[src/rtl/iob_bus_arbiter2_pkg.sv]
// Shared definitions for the two-requester IOb arbiter.
// Holds the state encoding and the IOb field layout:
//   request  = {avalid, addr[ADDR_W], wdata[DATA_W], wstrb[STRB_W]}, MSB first
//   response = {rdata[DATA_W], rvalid, ready}, MSB first
// The width and offset helpers let every file derive the same bit positions
// from ADDR_W/DATA_W.
package iob_bus_arbiter2_pkg;

    typedef enum logic {
        ST_IDLE    = 1'b0,
        ST_WAIT_RD = 1'b1
    } arb_state_t;

    // Fixed response field positions.
    localparam int READY_POS  = 0;
    localparam int RVALID_POS = 1;
    localparam int RDATA_LSB  = 2;

    function automatic int strb_w(input int dw);
        return dw / 8;
    endfunction

    function automatic int req_w(input int aw, input int dw);
        return 1 + aw + dw + dw / 8;
    endfunction

    function automatic int resp_w(input int dw);
        return dw + 2;
    endfunction

    // Request field positions; wstrb sits at bit 0.
    function automatic int wdata_lsb(input int dw);
        return dw / 8;
    endfunction

    function automatic int addr_lsb(input int dw);
        return dw / 8 + dw;
    endfunction

    function automatic int avalid_pos(input int aw, input int dw);
        return dw / 8 + dw + aw;
    endfunction

endpackage

[src/rtl/iob_bus_arbiter2_rr2.sv]
// iob_arb_rr2: two-way grant selection with a grant lock.
// Ports:
//   clk, arst_n  clock and async active-low reset
//   cke          clock enable; registers hold when 0
//   req[1:0]     per-requester avalid (forced to 0 by the caller when not arbitrating)
//   accept       granted request was accepted this cycle
//   grant        selected requester (0 or 1)
// RR_EN=1 alternates on ties using the last accepted requester; RR_EN=0 lets
// requester 1 win ties. Once a granted request stalls, the grant is locked
// to it until it is accepted or withdrawn.
module iob_arb_rr2 #(
    parameter bit RR_EN = 1'b1
) (
    input  logic       clk,
    input  logic       arst_n,
    input  logic       cke,
    input  logic [1:0] req,
    input  logic       accept,
    output logic       grant
);

    logic last;
    logic hold_v;
    logic hold_id;

    always_comb begin
        grant = 1'b0;
        if (hold_v) begin
            grant = hold_id;
        end else begin
            case (req)
                2'b01:   grant = 1'b0;
                2'b10:   grant = 1'b1;
                2'b11:   grant = RR_EN ? ~last : 1'b1;
                default: grant = 1'b0;
            endcase
        end
    end

    // The lock is simply "granted request still pending": it drops either on
    // acceptance or when the requester withdraws avalid.
    always_ff @(posedge clk or negedge arst_n) begin
        if (!arst_n) begin
            last    <= 1'b1;   // requester 0 wins the first tie
            hold_v  <= 1'b0;
            hold_id <= 1'b0;
        end else if (cke) begin
            hold_v  <= req[grant] & ~accept;
            hold_id <= grant;
            if (accept) last <= grant;
        end
    end

endmodule

[src/rtl/iob_bus_arbiter2.sv]
// iob_bus_arbiter2: shares one IOb port between requester 0 (ibus/CPU) and
// requester 1 (dbus/DMA), with one outstanding read at a time.
// Ports:
//   clk_i, arst_n_i       clock, async active-low reset
//   cke_i                 clock enable; registers hold, forwarding stays live
//   s0_req_i/s0_resp_o    requester 0 request/response
//   s1_req_i/s1_resp_o    requester 1 request/response
//   m_req_o/m_resp_i      shared port request/response
//   busy_o                a read is outstanding
// Requests are forwarded combinationally in IDLE; an accepted read moves to
// WAIT_RD until the single rvalid returns, which is routed to the owner.
module iob_bus_arbiter2
    import iob_bus_arbiter2_pkg::*;
#(
    parameter int ADDR_W = 32,
    parameter int DATA_W = 32,
    parameter bit RR_EN  = 1'b1
) (
    input  logic                                clk_i,
    input  logic                                arst_n_i,
    input  logic                                cke_i,
    input  logic [req_w(ADDR_W, DATA_W)-1:0]    s0_req_i,
    output logic [resp_w(DATA_W)-1:0]           s0_resp_o,
    input  logic [req_w(ADDR_W, DATA_W)-1:0]    s1_req_i,
    output logic [resp_w(DATA_W)-1:0]           s1_resp_o,
    output logic [req_w(ADDR_W, DATA_W)-1:0]    m_req_o,
    input  logic [resp_w(DATA_W)-1:0]           m_resp_i,
    output logic                                busy_o
);

    localparam int REQ_W  = req_w(ADDR_W, DATA_W);
    localparam int STRB_W = strb_w(DATA_W);
    localparam int AV     = avalid_pos(ADDR_W, DATA_W);

    arb_state_t        state, state_nxt;
    logic              owner;
    logic              grant;
    logic              idle;
    logic [1:0]        avalid;
    logic [1:0]        arb_req;
    logic [REQ_W-1:0]  gnt_req;
    logic              m_ready;
    logic              m_rvalid;
    logic              accept;
    logic              is_rd;

    assign idle     = (state == ST_IDLE);
    assign avalid   = {s1_req_i[AV], s0_req_i[AV]};
    assign arb_req  = idle ? avalid : 2'b00;
    assign gnt_req  = grant ? s1_req_i : s0_req_i;
    assign m_ready  = m_resp_i[READY_POS];
    assign m_rvalid = m_resp_i[RVALID_POS];
    assign accept   = arst_n_i & idle & gnt_req[AV] & m_ready;
    assign is_rd    = (gnt_req[STRB_W-1:0] == '0);

    iob_arb_rr2 #(
        .RR_EN (RR_EN)
    ) u_arb (
        .clk    (clk_i),
        .arst_n (arst_n_i),
        .cke    (cke_i),
        .req    (arb_req),
        .accept (accept),
        .grant  (grant)
    );

    // State register
    always_ff @(posedge clk_i or negedge arst_n_i) begin
        if (!arst_n_i) begin
            state <= ST_IDLE;
            owner <= 1'b0;
        end else if (cke_i) begin
            state <= state_nxt;
            if (accept && is_rd) owner <= grant;
        end
    end

    // Next state
    always_comb begin
        state_nxt = state;
        case (state)
            ST_IDLE:    if (accept && is_rd) state_nxt = ST_WAIT_RD;
            ST_WAIT_RD: if (m_rvalid)        state_nxt = ST_IDLE;
            default:                         state_nxt = ST_IDLE;
        endcase
    end

    // Outputs. Gated by the reset pin so nothing is forwarded while it is held,
    // and an rvalid seen in IDLE (stray or post-reset) never reaches a requester.
    always_comb begin
        m_req_o   = '0;
        s0_resp_o = '0;
        s1_resp_o = '0;
        busy_o    = 1'b0;
        if (arst_n_i) begin
            if (idle) begin
                m_req_o = gnt_req;
                if (grant) s1_resp_o[READY_POS] = m_ready;
                else       s0_resp_o[READY_POS] = m_ready;
            end else begin
                busy_o = 1'b1;
                if (owner) s1_resp_o = {m_resp_i[DATA_W+1:RDATA_LSB], m_rvalid, 1'b0};
                else       s0_resp_o = {m_resp_i[DATA_W+1:RDATA_LSB], m_rvalid, 1'b0};
            end
        end
    end

endmodule
[config.mk]
export PLATFORM = sky130hd
export DESIGN_NAME = iob_bus_arbiter2
export DESIGN_NICKNAME = d
export VERILOG_FILES = /design/src/rtl/iob_bus_arbiter2_pkg.sv /design/src/rtl/iob_bus_arbiter2_rr2.sv /design/src/rtl/iob_bus_arbiter2.sv
export SDC_FILE = /design/constraint.sdc
export NUM_CORES = 1
export LEC_CHECK = 0
export CORE_AREA = 4 4 118 120
export DETAILED_ROUTE_END_ITERATION = 7
export DIE_AREA = 0 0 122 124
export SYNTH_ARGS = -nofsm -noshare
export SYNTH_HDL_FRONTEND = slang
export SYNTH_SLANG_ARGS = --single-unit
[constraint.sdc]
create_clock -name clk_i -period 2.09 [get_ports clk_i]
set_input_delay 0.418 -clock clk_i [delete_from_list [all_inputs] [get_ports clk_i]]
set_output_delay 0.418 -clock clk_i [all_outputs]
set_load 0.01 [all_outputs]
* Yosys cells after proc, flatten, opt, wreduce, memory -nomap -nowiden
Index checks and enable logic that the tools add are counted.
** Storage, ports and cells
- Register bits :: 5
- Input bits :: 175
- Output and inout bits :: 138
- Logic and storage cells :: 42
** Cells by class
- Order comparisons :: 1
- Equality and inequality tests :: 2
- Multiplexer cells :: 23
- Bitwise logic cells :: 7
- Reductions and logical operators :: 4
** Operators by type and width (number)
- two-way mux 69 bit :: 3
- two-way mux 34 bit :: 4
- two-way mux 33 bit :: 2
- two-way mux 1 bit :: 11
- bitwise AND 1 bit :: 4
- equality test 2 bit, second input constant :: 2
- logical NOT 4 bit :: 1
- case mux 1 bit (2 select lines) :: 2
- AND reduction 2 bit :: 2
- inverter 1 bit :: 3
- less-than comparator 1 x 2 -> 1 bit, second input constant :: 1
- two-way mux 2 bit :: 1
- logical AND 1 bit :: 1

* Logic depth before layout (Yosys ltp)
- Depth after elaboration :: 10
- Mapped depth :: 6
- Gate-level depth less buffers :: 4

* Modules after synthesis
A second synthesis with hierarchy kept.
** Unflattened totals
- Cells, all modules :: 264
- Area total of the unflattened synthesis :: 1813.0 um^2
** Modules (own cells, without submodules)
- iob_bus_arbiter2 :: instances 1, cells an instance 249, area an instance 1651.6 um^2, seq. area each 50.0 um^2
- iob_arb_rr2 :: instances 1, cells an instance 15, area an instance 161.4 um^2, seq. area each 76.3 um^2

* Worst setup path before layout
OpenSTA, ideal clock, no wires.
- Path type :: register -> output
- Start point :: register u_arb.last
- End point :: output port m_req_o[60]
- Data arrival time :: 1.366 ns
- Slack :: 0.306 ns
- Cell stages (with the launch flop) :: 6
- Buffers on the path :: 1
- Path through :: dfstp_2 -> nand2_1 -> a31oi_4 -> buf_6 -> nand2_1 -> a21oi_1
** On the way
- Cells in the longest elaborated chain, start to end :: 6
** Ends and longest elaborated chain
- start: declaration :: line iob_bus_arbiter2_rr2.sv:22 : logic last;
- start signal: assignment :: line iob_bus_arbiter2_rr2.sv:50 : if (accept) last <= grant;
- inverter 1 bit :: line iob_bus_arbiter2_rr2.sv:34 : 2'b11: grant = RR_EN ? ~last : 1'b1;
- case mux 1 bit (2 select lines) :: line iob_bus_arbiter2_rr2.sv:31 : case (req)
- two-way mux 1 bit :: line iob_bus_arbiter2_rr2.sv:28 : if (hold_v) begin
- two-way mux 69 bit :: line iob_bus_arbiter2.sv:50 : assign gnt_req = grant ? s1_req_i : s0_req_i;
- two-way mux 69 bit :: line iob_bus_arbiter2.sv:96 : if (idle) begin
- two-way mux 69 bit :: line iob_bus_arbiter2.sv:95 : if (arst_n_i) begin
- end: declaration :: line iob_bus_arbiter2.sv:26 : output logic [req_w(ADDR_W, DATA_W)-1:0] m_req_o,
No other way between the ends.

* Final worst setup path
- Start point :: register u_arb.last
- End point :: output port m_req_o[53]
The elaborated chain is that of the path after synthesis.

==> impl_metrics.yaml <==
run:
  drv_cap: 0
route:
  avgRoutedWirePerCell_um: 18.6
  vias: 3758
  wirelength_um: 16100
  dr.pass1.iters: 4
  ant_nets: 0
  drtIter0Drc: 172
  remaining_drc_errors: 0
  viasPerCell: 4.36
worst_setup_path:
  critPathLaunchType: "register"
  rr_startpoint: "u_arb.hold_v"
  criticalPathCategory: "register to output port"
  crit_fanout: 7
  cp_data_arrival_time_ps: 1820
  cp-end-kind: "output port"
  r2r_cells: 8
  rrSetupSlack_ps: 260
  required_ps: 1670
  reg2reg_to: "owner"
pwr:
  p_per_area_nw_per_um2: 420
  p_total_w: 0.00252
  combPwrFrac_pct: 81.8
  intPower_w: 0.00149
  p_sw_share_pct: 40.7
  pwr-share-seq_pct: 5.4
  power.switching_w: 0.00102
  leakagePower_nw: 2.86
  clkPwrFrac_pct: 12.7
  ir_drop_uv: 279
synth:
  ys_async_sr_fraction_pct: 100
  yosysWarnings: 0
  synthTopCellsByCount: "140 x nand2_1, 69 x a21oi_1, 68 x and2_1"
  synth_most_common_cell: "nand2_1"
  synthCells: 339
  synth_top_cell_area_share_pct: 28.7
  netlist_top_cells_area: "nand2_1 29%, and2_1 23%, a21oi_1 19%"
  syn_nets: 514
  synth.distinct_cells: 32
  netlist_area_um2: 1830
  synth_area_leader_cell: "nand2_1"
  synth-seq-cells: 5
  ys_seq_area_share_pct: 6.89
  synth_edf_count: 0
  syn_area_per_cell_um2: 5.41
  synth_flop_cell: "dfrtp_1"
clock_tree:
  hold_buffers: 0
  cts_buffer_depth: 2
  clk_latency_ps: 230
  clkTransAtPathRegs_ps: 30
  clkSinkCount: 5
  cts_tree: "built"
  cts_buffers: 3
  cts_root_buf: "clkbuf_16"
  htreeDepth: 1
global_routing:
  grt_pass1_vias: 3769
  antenna_found_initial: 0
  grt_max_degree: 34
  grt_first_pass_wirelength_um: 20500
  grtUsageTotal_pct: 17.5
  overflow: 0
final_layout:
  nFillCells: 1294
  stdcell_area_um2: 5980
  final_layout_size_suffix_gt1_share_pct: 41.8
  final_util_pct: 46.1
  n_antenna_cell: 0
  nets: 861
  synthToLayoutAreaGrowth_pct: 226
  finalNonFillerCells: 861
timing:
  relSlewSlack_pct: 65.5
  fin_ws_ps: -150
  rsz0062_at_grt: "yes"
  hold_viol_final: 0
  layout_min_cycle_time_ps: 2240
  fmax_mhz: 446
  setup-violations-final: 98
  holdWs_ps: 290
  period_share_pct: 107
  tightest_slew_ps: 512
  drv_slew: 0
  finClkSkew_ps: 0.663
placed_design:
  gp_congestion: 0.820
  placed_area_um2: 5260
  dpl.hpwl_um: 10200
  portBuffers: 312
  place_inst: 822
floorplan:
  core_um2: 13000
  num_io_pins: 313
  die_x_um: 122
  start_util_pct: 14.1
  die_y_um: 124
  row_count: 42
  die_area_um2: 15100
run_status:
  violations: "setup timing"
  status: "complete, but fails checks"
hold_path:
  hold_class: "primary input to async pin"
==> cell usage in the layout (no fill, tap or decap), drive strengths merged <==
cell type,instances
clkdlybuf4s50,171
buf,156
nand2,140
a21oi,69
and2,69
clkbuf,21
dlygate4sd2,20
nor2,5
clkdlybuf4s15,5
dfrtp,4
nor4,2
nand2b,2
o21ai,2
and2b,1
a31o,1
nor2b,1
and3,1
a31oi,1
nand3,1
a21o,1
mux2,1
mux2i,1
or4,1
a2111oi,1
a21boi,1
a211o,1
inv,1
nand3b,1
o22ai,1
bufbuf,1
dlymetal6s2s,1
dfstp,1
==> critical path, cell delays in order, from the launching register on <==
cell       delay [ps]
dfstp_2           550
nand2_4            60
buf_4             130
a31o_4            260
buf_12            150
clkbuf_16         170
nand2_2            80
a21oi_1            60
buf_2             140
==> flip-flops by register name, indices dropped and copies added (netlist names) <==
signal         count
owner              1
state              1
u_arb.hold_id      1
u_arb.hold_v       1
u_arb.last         1
==> cells by family after synthesis <==
logic type | share of synthesized area (%)
and+or+nand+nor | 57.3
DFF | 6.89
muxes | 1.16
AOI/OAI and AO/OA | 23.5
buffers and inverters | 11.2
==> what timing repair did <==
action	CTS	global route
resized for setup	542	113
endpoints found under the hold margin	0	0
setup buffers	13	4
pin swaps	39	10
setup endpoints to repair	138	120
gates cloned	11	9
==> how the worst max path moves through the flow <==
stage | from | cells past startpoint | endpoint | slack (ps)
floorplan | u_arb.last | 5 | m_req_o[60] | 310
global placement | s0_req_i[68] | 7 | m_req_o[32] | -710
detailed placement | s0_req_i[68] | 7 | m_req_o[32] | -710
CTS | u_arb.last | 7 | m_req_o[46] | -160
global route | u_arb.last | 8 | m_req_o[66] | -200
finish | u_arb.last | 8 | m_req_o[53] | -150
==> per-layer routing <==
layer / up-vias / GRT usage, % / wire length [um]
met5: - / 0 / 0
met4: 0 / 4.69 / 329
met3: 24 / 5.22 / 1440
met2: 201 / 34.3 / 8400
met1: 1735 / 17.8 / 5890
li1: 1798 / - / -
==> power by group through the flow <==
stage	sequential, W	clock [W]	combinational (W)
floorplan	0.000128	0	0.000687
global placement	0.000130	0	0.00152
detailed placement	0.000131	0	0.00153
CTS	0.000133	0.000323	0.00172
global route	0.000138	0.000328	0.00220
finish	0.000136	0.000321	0.00206
==> through the flow <==
stage,worst slack [ps],setup TNS (ps)
finish,-150,-8430
detailed placement,-707,-65340
floorplan,306,0
CTS,-156,-4080
global route,-200,-13220
global placement,-705,-64090
==> area by class of cell <==
cell class,instances,area (um2),area share (%)
inverter,1,3.75,0.0627
multi-input combinational,304,1850,31.0
tap,176,220,3.68
timing repair buffer,371,3700,61.9
clock buffer,4,78.8,1.32
sequential,5,126,2.11
Note: power is estimated with default switching activity, not from simulation.
